[config.mk]
export PLATFORM = sky130hd
export DESIGN_NAME = tlb_front_flat
export DESIGN_NICKNAME = d
export VERILOG_FILES = /design/src/rtl/tlb_front_pkg.sv /design/src/rtl/tlb_front_if.sv /design/src/rtl/tlb_front_cam.sv /design/src/rtl/tlb_front.sv /design/src/flat_wrapper.sv
export SDC_FILE = /design/constraint.sdc
export NUM_CORES = 1
export LEC_CHECK = 0
export BUFFER_PORTS_ARGS = -buffer_cell sky130_fd_sc_hd__buf_2
export CORE_MARGIN = 2
export CORE_UTILIZATION = 50
export CTS_CLUSTER_SIZE = 10
export DETAILED_ROUTE_END_ITERATION = 12
export PLACE_DENSITY = 0.7
export REMOVE_ABC_BUFFERS = 1
export SETUP_SLACK_MARGIN = 0.05
export SYNTH_ARGS = -nofsm -noshare
export SYNTH_HDL_FRONTEND = slang
export SYNTH_HIERARCHICAL = 1
export SYNTH_SLANG_ARGS = --single-unit
[constraint.sdc]
create_clock -name clk -period 13.9 [get_ports clk]
set_input_delay 0 -clock clk [delete_from_list [all_inputs] [get_ports clk]]
set_output_delay 0 -clock clk [all_outputs]
set_load 0.02 [all_outputs]
[src/rtl/tlb_front_pkg.sv]
// Shared types for the TLB front end: page-number widths, entry layout and
// the miss-handling state encoding.
package tlb_front_pkg;

    localparam int VPN_W = 20;
    localparam int PPN_W = 20;

    typedef struct packed {
        logic             valid;
        logic [VPN_W-1:0] tag;
        logic [PPN_W-1:0] ppn;
        logic             user;
        logic             exec;
        logic             write;
        logic             cache;
    } tlb_entry_t;

    typedef enum logic [1:0] {
        ST_IDLE = 2'd0,
        ST_WALK = 2'd1,
        ST_RESP = 2'd2
    } tlb_state_t;

    // Builds a valid entry from a completed page walk.
    function automatic tlb_entry_t make_entry(
        input logic [VPN_W-1:0] tag,
        input logic [PPN_W-1:0] ppn,
        input logic             user,
        input logic             exec,
        input logic             write,
        input logic             cache
    );
        tlb_entry_t e;
        e.valid = 1'b1;
        e.tag   = tag;
        e.ppn   = ppn;
        e.user  = user;
        e.exec  = exec;
        e.write = write;
        e.cache = cache;
        return e;
    endfunction

endpackage

[src/rtl/tlb_front_if.sv]
// Requester and MMU-walk signals of the TLB front end; slave is the TLB's view,
// master is the environment (requester plus page-walk unit).
interface tlb_front_if;
    import tlb_front_pkg::*;

    logic             req;
    logic [VPN_W-1:0] vpn;
    logic [VPN_W-1:0] pdb_addr;
    logic             flush;
    logic             stall;
    logic [PPN_W-1:0] ppn;
    logic             page_fault;
    logic             auth_user;
    logic             auth_exec;
    logic             auth_write;
    logic             en_cache;
    logic             mmu_en;
    logic [VPN_W-1:0] mmu_logical;
    logic [VPN_W-1:0] mmu_pdb;
    logic             mmu_stall;
    logic [PPN_W-1:0] mmu_physical;
    logic             mmu_page_fault;
    logic             mmu_auth_user;
    logic             mmu_auth_exec;
    logic             mmu_auth_write;
    logic             mmu_en_cache;

    modport slave (
        input  req, vpn, pdb_addr, flush,
        input  mmu_stall, mmu_physical, mmu_page_fault,
        input  mmu_auth_user, mmu_auth_exec, mmu_auth_write, mmu_en_cache,
        output stall, ppn, page_fault, auth_user, auth_exec, auth_write, en_cache,
        output mmu_en, mmu_logical, mmu_pdb
    );

    modport master (
        output req, vpn, pdb_addr, flush,
        output mmu_stall, mmu_physical, mmu_page_fault,
        output mmu_auth_user, mmu_auth_exec, mmu_auth_write, mmu_en_cache,
        input  stall, ppn, page_fault, auth_user, auth_exec, auth_write, en_cache,
        input  mmu_en, mmu_logical, mmu_pdb
    );

endinterface

[src/rtl/tlb_front_cam.sv]
// Tag-compare array: one-hot match reduced to hit flag and index, plus the
// lowest-index free slot used as the preferred install victim.
module tlb_front_cam
    import tlb_front_pkg::*;
#(
    parameter int ENTRIES = 8,
    parameter int IDX_W   = 3
) (
    input  logic [VPN_W-1:0]              vpn,
    input  logic [ENTRIES-1:0]            valid,
    input  logic [ENTRIES-1:0][VPN_W-1:0] tags,
    output logic                          hit,
    output logic [IDX_W-1:0]              hit_idx,
    output logic                          any_invalid,
    output logic [IDX_W-1:0]              free_idx
);

    logic [ENTRIES-1:0] hit_vec_s;

    // Match vector; the install path never creates duplicates, so OR-encoding is exact.
    always_comb begin
        hit_vec_s = '0;
        hit_idx   = '0;
        for (int i = 0; i < ENTRIES; i++) begin
            hit_vec_s[i] = valid[i] && (tags[i] == vpn);
            hit_idx      = hit_idx | ({IDX_W{hit_vec_s[i]}} & IDX_W'(i));
        end
        hit = |hit_vec_s;
    end

    // Lowest-index invalid entry: scan downward so the last write wins.
    always_comb begin
        free_idx    = '0;
        any_invalid = 1'b0;
        for (int i = ENTRIES - 1; i >= 0; i--) begin
            free_idx    = valid[i] ? free_idx : IDX_W'(i);
            any_invalid = any_invalid | ~valid[i];
        end
    end

endmodule

[src/rtl/tlb_front.sv]
// Fully-associative TLB in front of the MMU page walker: same-cycle hits,
// walk-and-install on a miss, round-robin replacement once full.
module tlb_front
    import tlb_front_pkg::*;
#(
    parameter int ENTRIES = 8,
    parameter int IDX_W   = 3
) (
    input logic        clk,
    input logic        rst,
    tlb_front_if.slave bus
);

    tlb_entry_t       entries_r [ENTRIES];
    tlb_state_t       state_r;
    logic [IDX_W-1:0] rr_ptr_r;
    logic [VPN_W-1:0] vpn_lat_r;
    logic [VPN_W-1:0] pdb_lat_r;
    logic [PPN_W-1:0] res_ppn_r;
    logic [3:0]       res_flags_r;
    logic             res_fault_r;
    logic             flush_pending_r;

    logic [ENTRIES-1:0]            valid_s;
    logic [ENTRIES-1:0][VPN_W-1:0] tags_s;
    logic                          hit_s;
    logic [IDX_W-1:0]              hit_idx_s;
    logic                          any_invalid_s;
    logic [IDX_W-1:0]              free_idx_s;
    tlb_entry_t                    hit_entry_s;
    tlb_entry_t                    walk_entry_s;
    logic                          walk_done_s;
    logic                          install_s;
    logic [IDX_W-1:0]              victim_s;

    logic             stall_s;
    logic [PPN_W-1:0] ppn_s;
    logic             fault_s;
    logic [3:0]       flags_s;

    // Flatten the entry array for the compare block.
    always_comb begin
        valid_s = '0;
        tags_s  = '0;
        for (int i = 0; i < ENTRIES; i++) begin
            valid_s[i] = entries_r[i].valid;
            tags_s[i]  = entries_r[i].tag;
        end
    end

    tlb_front_cam #(
        .ENTRIES (ENTRIES),
        .IDX_W   (IDX_W)
    ) u_cam (
        .vpn         (bus.vpn),
        .valid       (valid_s),
        .tags        (tags_s),
        .hit         (hit_s),
        .hit_idx     (hit_idx_s),
        .any_invalid (any_invalid_s),
        .free_idx    (free_idx_s)
    );

    assign hit_entry_s  = entries_r[hit_idx_s];
    assign walk_entry_s = make_entry(vpn_lat_r, bus.mmu_physical, bus.mmu_auth_user,
                                     bus.mmu_auth_exec, bus.mmu_auth_write, bus.mmu_en_cache);
    assign walk_done_s  = (state_r == ST_WALK) && !bus.mmu_stall;
    // A flush seen at any point of the walk, including its last cycle, blocks the install.
    assign install_s    = walk_done_s && !bus.mmu_page_fault && !flush_pending_r && !bus.flush;
    assign victim_s     = any_invalid_s ? free_idx_s : rr_ptr_r;

    // Miss FSM, walk-result capture, replacement pointer and entry storage.
    always_ff @(posedge clk or posedge rst) begin
        if (rst) begin
            state_r         <= ST_IDLE;
            rr_ptr_r        <= '0;
            vpn_lat_r       <= '0;
            pdb_lat_r       <= '0;
            res_ppn_r       <= '0;
            res_flags_r     <= 4'b0000;
            res_fault_r     <= 1'b0;
            flush_pending_r <= 1'b0;
            for (int i = 0; i < ENTRIES; i++) begin
                entries_r[i] <= '0;
            end
        end else begin
            case (state_r)
                ST_IDLE: begin
                    if (bus.req && !hit_s) begin
                        vpn_lat_r <= bus.vpn;
                        pdb_lat_r <= bus.pdb_addr;
                        state_r   <= ST_WALK;
                    end
                end
                ST_WALK: begin
                    if (bus.flush) begin
                        flush_pending_r <= 1'b1;
                    end
                    if (walk_done_s) begin
                        res_ppn_r   <= bus.mmu_physical;
                        res_flags_r <= {bus.mmu_auth_user, bus.mmu_auth_exec,
                                        bus.mmu_auth_write, bus.mmu_en_cache};
                        res_fault_r <= bus.mmu_page_fault;
                        state_r     <= ST_RESP;
                    end
                end
                ST_RESP: begin
                    flush_pending_r <= 1'b0;
                    state_r         <= ST_IDLE;
                end
                default: begin
                    flush_pending_r <= 1'b0;
                    state_r         <= ST_IDLE;
                end
            endcase

            if (bus.flush) begin
                for (int i = 0; i < ENTRIES; i++) begin
                    entries_r[i].valid <= 1'b0;
                end
            end else if (install_s) begin
                entries_r[victim_s] <= walk_entry_s;
            end

            if (install_s && !any_invalid_s) begin
                rr_ptr_r <= rr_ptr_r + IDX_W'(1);
            end
        end
    end

    // Requester-side response: hits answer in the request cycle, misses in RESP.
    always_comb begin
        stall_s = 1'b0;
        ppn_s   = '0;
        fault_s = 1'b0;
        flags_s = 4'b0000;
        case (state_r)
            ST_IDLE: begin
                if (bus.req && hit_s) begin
                    ppn_s   = hit_entry_s.ppn;
                    flags_s = {hit_entry_s.user, hit_entry_s.exec,
                               hit_entry_s.write, hit_entry_s.cache};
                end else begin
                    stall_s = bus.req;
                end
            end
            ST_WALK: begin
                stall_s = 1'b1;
            end
            ST_RESP: begin
                ppn_s   = res_ppn_r;
                fault_s = res_fault_r;
                flags_s = res_flags_r;
            end
            default: begin
                stall_s = 1'b0;
            end
        endcase
    end

    assign bus.stall       = stall_s;
    assign bus.ppn         = ppn_s;
    assign bus.page_fault  = fault_s;
    assign bus.auth_user   = flags_s[3];
    assign bus.auth_exec   = flags_s[2];
    assign bus.auth_write  = flags_s[1];
    assign bus.en_cache    = flags_s[0];
    assign bus.mmu_en      = (state_r == ST_WALK);
    assign bus.mmu_logical = (state_r == ST_WALK) ? vpn_lat_r : '0;
    assign bus.mmu_pdb     = (state_r == ST_WALK) ? pdb_lat_r : '0;

endmodule

[src/flat_wrapper.sv]
// flat-port wrapper written by rule: the top's interface ports become plain ports
module tlb_front_flat import tlb_front_pkg::*;
#(
    parameter int ENTRIES = 8,
    parameter int IDX_W   = 3
)
  (clk, rst, bus_req, bus_vpn, bus_pdb_addr, bus_flush, bus_mmu_stall, bus_mmu_physical, bus_mmu_page_fault, bus_mmu_auth_user, bus_mmu_auth_exec, bus_mmu_auth_write, bus_mmu_en_cache, bus_stall, bus_ppn, bus_page_fault, bus_auth_user, bus_auth_exec, bus_auth_write, bus_en_cache, bus_mmu_en, bus_mmu_logical, bus_mmu_pdb);
  tlb_front_if bus_i ();
  input logic clk;
  input logic rst;
  input wire logic [$bits(bus_i.req)-1:0] bus_req;
  input wire logic [$bits(bus_i.vpn)-1:0] bus_vpn;
  input wire logic [$bits(bus_i.pdb_addr)-1:0] bus_pdb_addr;
  input wire logic [$bits(bus_i.flush)-1:0] bus_flush;
  input wire logic [$bits(bus_i.mmu_stall)-1:0] bus_mmu_stall;
  input wire logic [$bits(bus_i.mmu_physical)-1:0] bus_mmu_physical;
  input wire logic [$bits(bus_i.mmu_page_fault)-1:0] bus_mmu_page_fault;
  input wire logic [$bits(bus_i.mmu_auth_user)-1:0] bus_mmu_auth_user;
  input wire logic [$bits(bus_i.mmu_auth_exec)-1:0] bus_mmu_auth_exec;
  input wire logic [$bits(bus_i.mmu_auth_write)-1:0] bus_mmu_auth_write;
  input wire logic [$bits(bus_i.mmu_en_cache)-1:0] bus_mmu_en_cache;
  output wire logic [$bits(bus_i.stall)-1:0] bus_stall;
  output wire logic [$bits(bus_i.ppn)-1:0] bus_ppn;
  output wire logic [$bits(bus_i.page_fault)-1:0] bus_page_fault;
  output wire logic [$bits(bus_i.auth_user)-1:0] bus_auth_user;
  output wire logic [$bits(bus_i.auth_exec)-1:0] bus_auth_exec;
  output wire logic [$bits(bus_i.auth_write)-1:0] bus_auth_write;
  output wire logic [$bits(bus_i.en_cache)-1:0] bus_en_cache;
  output wire logic [$bits(bus_i.mmu_en)-1:0] bus_mmu_en;
  output wire logic [$bits(bus_i.mmu_logical)-1:0] bus_mmu_logical;
  output wire logic [$bits(bus_i.mmu_pdb)-1:0] bus_mmu_pdb;
  assign bus_i.req = bus_req;
  assign bus_i.vpn = bus_vpn;
  assign bus_i.pdb_addr = bus_pdb_addr;
  assign bus_i.flush = bus_flush;
  assign bus_i.mmu_stall = bus_mmu_stall;
  assign bus_i.mmu_physical = bus_mmu_physical;
  assign bus_i.mmu_page_fault = bus_mmu_page_fault;
  assign bus_i.mmu_auth_user = bus_mmu_auth_user;
  assign bus_i.mmu_auth_exec = bus_mmu_auth_exec;
  assign bus_i.mmu_auth_write = bus_mmu_auth_write;
  assign bus_i.mmu_en_cache = bus_mmu_en_cache;
  assign bus_stall = bus_i.stall;
  assign bus_ppn = bus_i.ppn;
  assign bus_page_fault = bus_i.page_fault;
  assign bus_auth_user = bus_i.auth_user;
  assign bus_auth_exec = bus_i.auth_exec;
  assign bus_auth_write = bus_i.auth_write;
  assign bus_en_cache = bus_i.en_cache;
  assign bus_mmu_en = bus_i.mmu_en;
  assign bus_mmu_logical = bus_i.mmu_logical;
  assign bus_mmu_pdb = bus_i.mmu_pdb;
  tlb_front #(.ENTRIES(ENTRIES), .IDX_W(IDX_W)) u_core (.clk(clk), .rst(rst), .bus(bus_i));
endmodule
* Yosys cells after proc, flatten, opt, wreduce, memory -nomap -nowiden
Index checks and enable logic that the tools add are counted.
Word-level totals: flip-flop bits (word level) 431, input bits 70, logic and storage cells 174
Cells by class: muxes and demuxes 38, eq/ne operators 13, order comparisons 3, reduce and logical (&&, ||, !) cells 30, bitwise logic cells 25, add/sub/neg operators 1
Operators with widths (number):
- bitwise mux 360 bit | 1
- 2-to-1 mux 360 bit | 1
- == test 20 bit | 8
- binary-select mux 45 bit (select 3 bit) | 1
- demux 45 bit (select 3 bit) | 1
- 2-to-1 mux 20 bit | 3
- 2-to-1 mux 24 bit | 2
- 2-to-1 mux 45 bit | 1
- one-hot mux 20 bit (2 select lines) | 1
- 2-to-1 mux 3 bit | 9
- logical AND 1 bit | 16
- 2-to-1 mux 1 bit | 11
- NOT 1 bit | 10
- AND reduction 2 bit | 5
- OR 3 bit | 3
- greater-or-equal comparator 4 bit, second input constant | 2
- NOT 3 -> 4 bit | 2
- one-hot mux 4 bit (2 select lines) | 1
- OR reduction 8 bit | 1
- OR 1 bit | 7
- logical NOT 1 bit | 6
- < comparator 4 x 1 -> 1 bit, second input constant | 1
- 2-to-1 mux 2 bit | 2
- 2-to-1 mux 4 bit | 1
- other kinds (12) | 14

* Depth between registers and ports, before layout
depth after elaboration 17, gate-level depth with buffers 12

* Cells and area by module
Netlist, hierarchy kept.
Modules (own cells, without submodules):
- tlb_front | cells each 1208, times used 1, seq. area each 10785.3 um^2, area each 18243.7 um^2
- tlb_front_cam | cells each 262, times used 1, seq. area each 0.0 um^2, area each 2094.5 um^2

* Worst setup path before layout
Ideal clock, no wire load.
path type reg-to-output, start point register u_core/entries_r[27] (netlist bit), end point output bus_ppn[6], setup slack 11014 ps, buffers on the path 3, cell stages (with the launch flop) 12, data arrival time 2886 ps, path through dfrtp_1 > xnor2_1 > nand4_1 > nor4_2 > a22oi_1 > nand3_1 > buf_2 > buf_2 > clkbuf_1 > mux2_2 > o22ai_1 > o31ai_1
On the way: longest elaborated chain between the ends 9, elaborated cells on any way between the ends 11, those cells by class 1 x eq/ne; 5 x mux; 2 x bitwise; 3 x reduce/logical
RTL lines:
- from (decl) | RTL line tlb_front.sv:14 | tlb_entry_t entries_r [ENTRIES];
- from (signal, indexed assignment) | RTL line tlb_front.sv:122 | entries_r[victim_s] <= walk_entry_s;
- == test 20 bit | RTL line tlb_front_cam.sv:25 | hit_vec_s[i] = valid[i] && (tags[i] == vpn);
- logical AND 1 bit | RTL line tlb_front_cam.sv:25
- OR 3 bit | RTL line tlb_front_cam.sv:26 | hit_idx = hit_idx | ({IDX_W{hit_vec_s[i]}} & IDX_W'(i));
- net u_core.hit_idx_s[0] | RTL line tlb_front.sv:27 | logic [IDX_W-1:0] hit_idx_s;
- NOT 3 -> 4 bit (not written as such) | RTL line tlb_front.sv:64 | assign hit_entry_s = entries_r[hit_idx_s];
- binary-select mux 45 bit (select 3 bit) | RTL line tlb_front.sv:64
- 2-to-1 mux 24 bit (not written as such) (2 in series) | RTL line tlb_front.sv:64
- 2-to-1 mux 20 bit | RTL line tlb_front.sv:139 | if (bus.req && hit_s) begin
- one-hot mux 20 bit (2 select lines) | RTL line tlb_front.sv:137 | case (state_r)
- to (decl) | RTL line flat_wrapper.sv:23 | output wire logic [$bits(bus_i.ppn)-1:0] bus_ppn;
The timed path passes the listed nets, and every way through them passes these cells. The select of a mux whose other input is x is not followed.

* Worst setup path in the final report
start point register u_core/entries_r[302] (netlist bit), end point output bus_ppn[10]
On the way: longest elaborated chain between the ends 14, elaborated cells on any way between the ends 16, those cells by class 1 x eq/ne; 5 x mux; 7 x bitwise; 3 x reduce/logical
RTL lines (RTL line):
- == test 20 bit | tlb_front_cam.sv:25
- logical AND 1 bit | tlb_front_cam.sv:25
- OR 1 x 2 -> 2 bit | tlb_front_cam.sv:26
- OR 2 bit | tlb_front_cam.sv:26
- OR 2 x 3 -> 3 bit | tlb_front_cam.sv:26
- OR 3 bit (3 in series) | tlb_front_cam.sv:26
- net u_core.hit_idx_s[0] | tlb_front.sv:27
- NOT 3 -> 4 bit (not written as such) | tlb_front.sv:64
- binary-select mux 45 bit (select 3 bit) | tlb_front.sv:64
- 2-to-1 mux 24 bit (not written as such) (2 in series) | tlb_front.sv:64
- 2-to-1 mux 20 bit | tlb_front.sv:139
- one-hot mux 20 bit (2 select lines) | tlb_front.sv:137
The timed path passes the listed nets, and every way through them passes these cells. The select of a mux whose other input is x is not followed.

==> results.yml <==
logic_synthesis:
  yosysWarnings: 6
  syn_area_per_cell_um2: 13.8
  synth_top_family_by_area: "multiplexers"
  synth.area.mux_share_pct: 28.6
  synth_flop_cell: "dfrtp_1"
  netlist_area_um2: 20300
  synthAdderAreaFrac_pct: 0.0615
  synthSimpleGateAreaFrac_pct: 5.22
  ys_types: 48
  ys_seq_elements: 431
  synth-compound-area-share_pct: 2.96
  ys_seq_area_share_pct: 53.0
  ys_async_sr_fraction_pct: 100
  syn_inst: 1470
  synth_xor_area_share_pct: 6.98
  synth_edf_count: 0
cts:
  clock_path_buffers: 3
  cts_resized: 0
  numCtsBuffers: 49
  cts_tree: "done"
  cts_root_buf: "clkbuf_16"
  h-tree-depth: 2
  post_cts.repair.setup_buffers: 0
  clock_latency_ns: 0.60
  numClockSinks: 431
  path_clk_slew_ns: 0.06
critical_path:
  crit_fanout: 42
  worst-path-buf-inv: 2
  start_kind: "flop"
  critPathArrivalTime_ns: 4.40
  path_cells: "xnor2_1 > nand4_1 > nor4_1 > nand2_1 > nand3_4 > buf_4 > mux4_2 > nor2b_1 > o31ai_1 > buf_2"
  crit_family: "simple AND/OR/NAND/NOR gates"
  slowest_delay_ns: 0.65
  crit_slowest_cell: "buf_4"
  endpoint_kind: "output pin"
  path_class: "flop to output pin"
  worstPathRequired_ns: 13.90
cells_and_area:
  fin_util_pct: 58.5
  area_growth_pct: 14.8
  diodes: 0
  final_common_cell: "mux2_2"
  final_cell_mix: "mux2_2 (464), dfrtp_1 (431), buf_2 (136)"
  layout.nets: 1703
  layout-drive-gt1-share_pct: 43.6
  fillCellCount: 3173
global_route:
  grt_overflow_total: 0
  grt_pass1_wl_um: 75800
  grt_pass1_vias: 12900
  track_usage_pct: 23.5
  antenna_found_initial: 0
  grt_max_degree: 177
placement:
  dpl.hpwl_um: 29100
  io_buffers: 136
  gp_congestion: 0.780
die:
  die_area_um2: 42300
  start_util_pct: 51.0
  placementRows: 73
  die_h_um: 206
  fp.coreArea_um2: 39900
  io_pins: 137
  die_x_um: 206
detailed_routing:
  vias_per_cell: 5.75
  drt_wl_total_um: 48600
  first_pass_iters: 5
  drt-initial-drc-count: 730
  wl_per_cell_um: 22.5
  vias: 12400
  drt.antenna.violating_nets: 0
  drc: 0
pwr:
  ir_drop_uv: 105
  powerDensity_nw_per_um2: 140
  leakagePower_nw: 11.1
timing:
  timing.fmax_ghz: 0.227
  finalCritPeriodShare_pct: 31.7
  drv_slew: 0
  hold_viol_final: 0
  setup_viol: 0
  tightest_slew_ns: 1.03
  tns_ns: 0
  period_minus_slack_ns: 4.40
  maxSlewHeadroom_pct: 31.2
  rsz0062_at_grt: "false"
  fin_skew_ns: 0.0221
min_path:
  hold_path_class: "input port to flop"
outcome:
  status: "finished, final reports clean"
job:
  cap_violations: 0
==> power breakdown <==
part / switching, mW / total [mW] / internal, mW
clock network: 0.489 / 1.13 / 0.641
logic: 0.282 / 0.557 / 0.276
registers: 0.163 / 1.58 / 1.41
==> worst reg2reg max path: stages (launching register included) <==
cell and delay [ns]:
dfrtp_1 0.42, nand2_1 0.10, or3_1 0.56, mux2i_1 0.80, o2111ai_4 0.74, buf_4 0.56
mux2_2 0.36
==> state kept, by name, indices dropped and copies added (netlist names) <==
| name | cells |
|---|---|
| u_core/res_flags_r | 4 |
| u_core/pdb_lat_r | 20 |
| u_core/entries_r | 360 |
| u_core/vpn_lat_r | 20 |
| u_core/rr_ptr_r | 3 |
| u_core/flush_pending_r | 1 |
| u_core/res_fault_r | 1 |
| u_core/state_r | 2 |
| u_core/res_ppn_r | 20 |
==> per-stage QoR <==
step / total power, mW / area [µm²] / hold WS, ns / setup slack (ns) / std cells
6_report: 3.26 / 23300 / 0.179 / 9.50 / 2165
5_1_grt: 3.41 / 23300 / 0.166 / 9.32 / 2165
4_1_cts: 3.30 / 23300 / 0.146 / 9.46 / 2165
3_5_place_dp: 2.14 / 21300 / 0.236 / 10.09 / 2038
3_3_place_gp: 2.12 / 21300 / 0.233 / 10.10 / 2038
2_1_floorplan: 1.91 / 19700 / 0.0631 / 1.90 / 1359
==> worst paths after layout <==
path	slack (ns)	cells after the start	start	end
min in group asynchronous	0.21	3	rst	u_core/vpn_lat_r[1]$_DFFE_PP0P_
hold / removal	0.18	3	bus_pdb_addr[4]	u_core/pdb_lat_r[4]$_DFFE_PP0P_
max in group asynchronous	11.58	5	rst	u_core/entries_r[57]$_DFFE_PP0P_
setup / recovery	9.50	10	u_core/entries_r[302]$_DFFE_PP0P_	bus_ppn[10]
setup reg to reg	10.23	6	u_core/entries_r[44]$_DFFE_PP0P_	u_core/entries_r[167]$_DFFE_PP0P_
hold reg to reg	0.49	1	u_core/entries_r[52]$_DFFE_PP0P_	u_core/entries_r[52]$_DFFE_PP0P_
==> routing by layer <==
layer | vias to the layer above | track usage, % | part of all wire (%)
li1 | 5537 | - | -
met1 | 6602 | 33.2 | 47
met2 | 240 | 38.3 | 48
met3 | 69 | 3.85 | 4.1
met4 | 0 | 5.22 | 1.8
met5 | - | 0 | 0
==> Yosys cell counts (all sizes together), types with 3 or more instances <==
master	n	area (µm²)
nor2	14	52.6
a21oi	5	25.0
o31ai	24	180
nand3	13	65.1
nor2b	16	100
o21ai	5	25.0
a22oi	3	22.5
xnor2	117	1020
nand2b	3	18.8
and3	7	43.8
buf	76	477
mux2	467	5260
nor3	4	20.0
xor2	45	394
nor3b	3	22.5
nand2	35	131
inv	11	41.3
clkbuf	35	131
mux4	24	541
o2111ai	6	83.8
dfrtp	431	10800
and2	41	257
o22ai	24	150
nor4	18	140
nand4	25	156
==> kinds of logic (layout without fill, tap and decap cells) <==
logic type                 after synthesis  in the layout
AOI/OAI and AO/OA                       76             76
xor gates and xnor gates               162            162
adders and majority gates                1              1
buffers and inverters                  122            292
DFF                                    431            431
muxes                                  492            492
and+or+nand+nor                        186            186
==> layout make-up <==
type	instances	area, µm²	area share (%)
tap	525	657	2.81
multi-input combinational	917	9000	38.6
clock inverter	3	66.3	0.284
inverter	11	48.8	0.209
clock buffer	56	1270	5.45
sequential	431	10800	46.2
timing repair buffer	222	1510	6.47
==> what timing repair did <==
item                                    4_1_cts  5_1_grt
endpoints found under the setup margin        0        0
hold endpoints to repair                    400        0
hold buffers                                 68        0
Power figures use the tool's default switching activity.
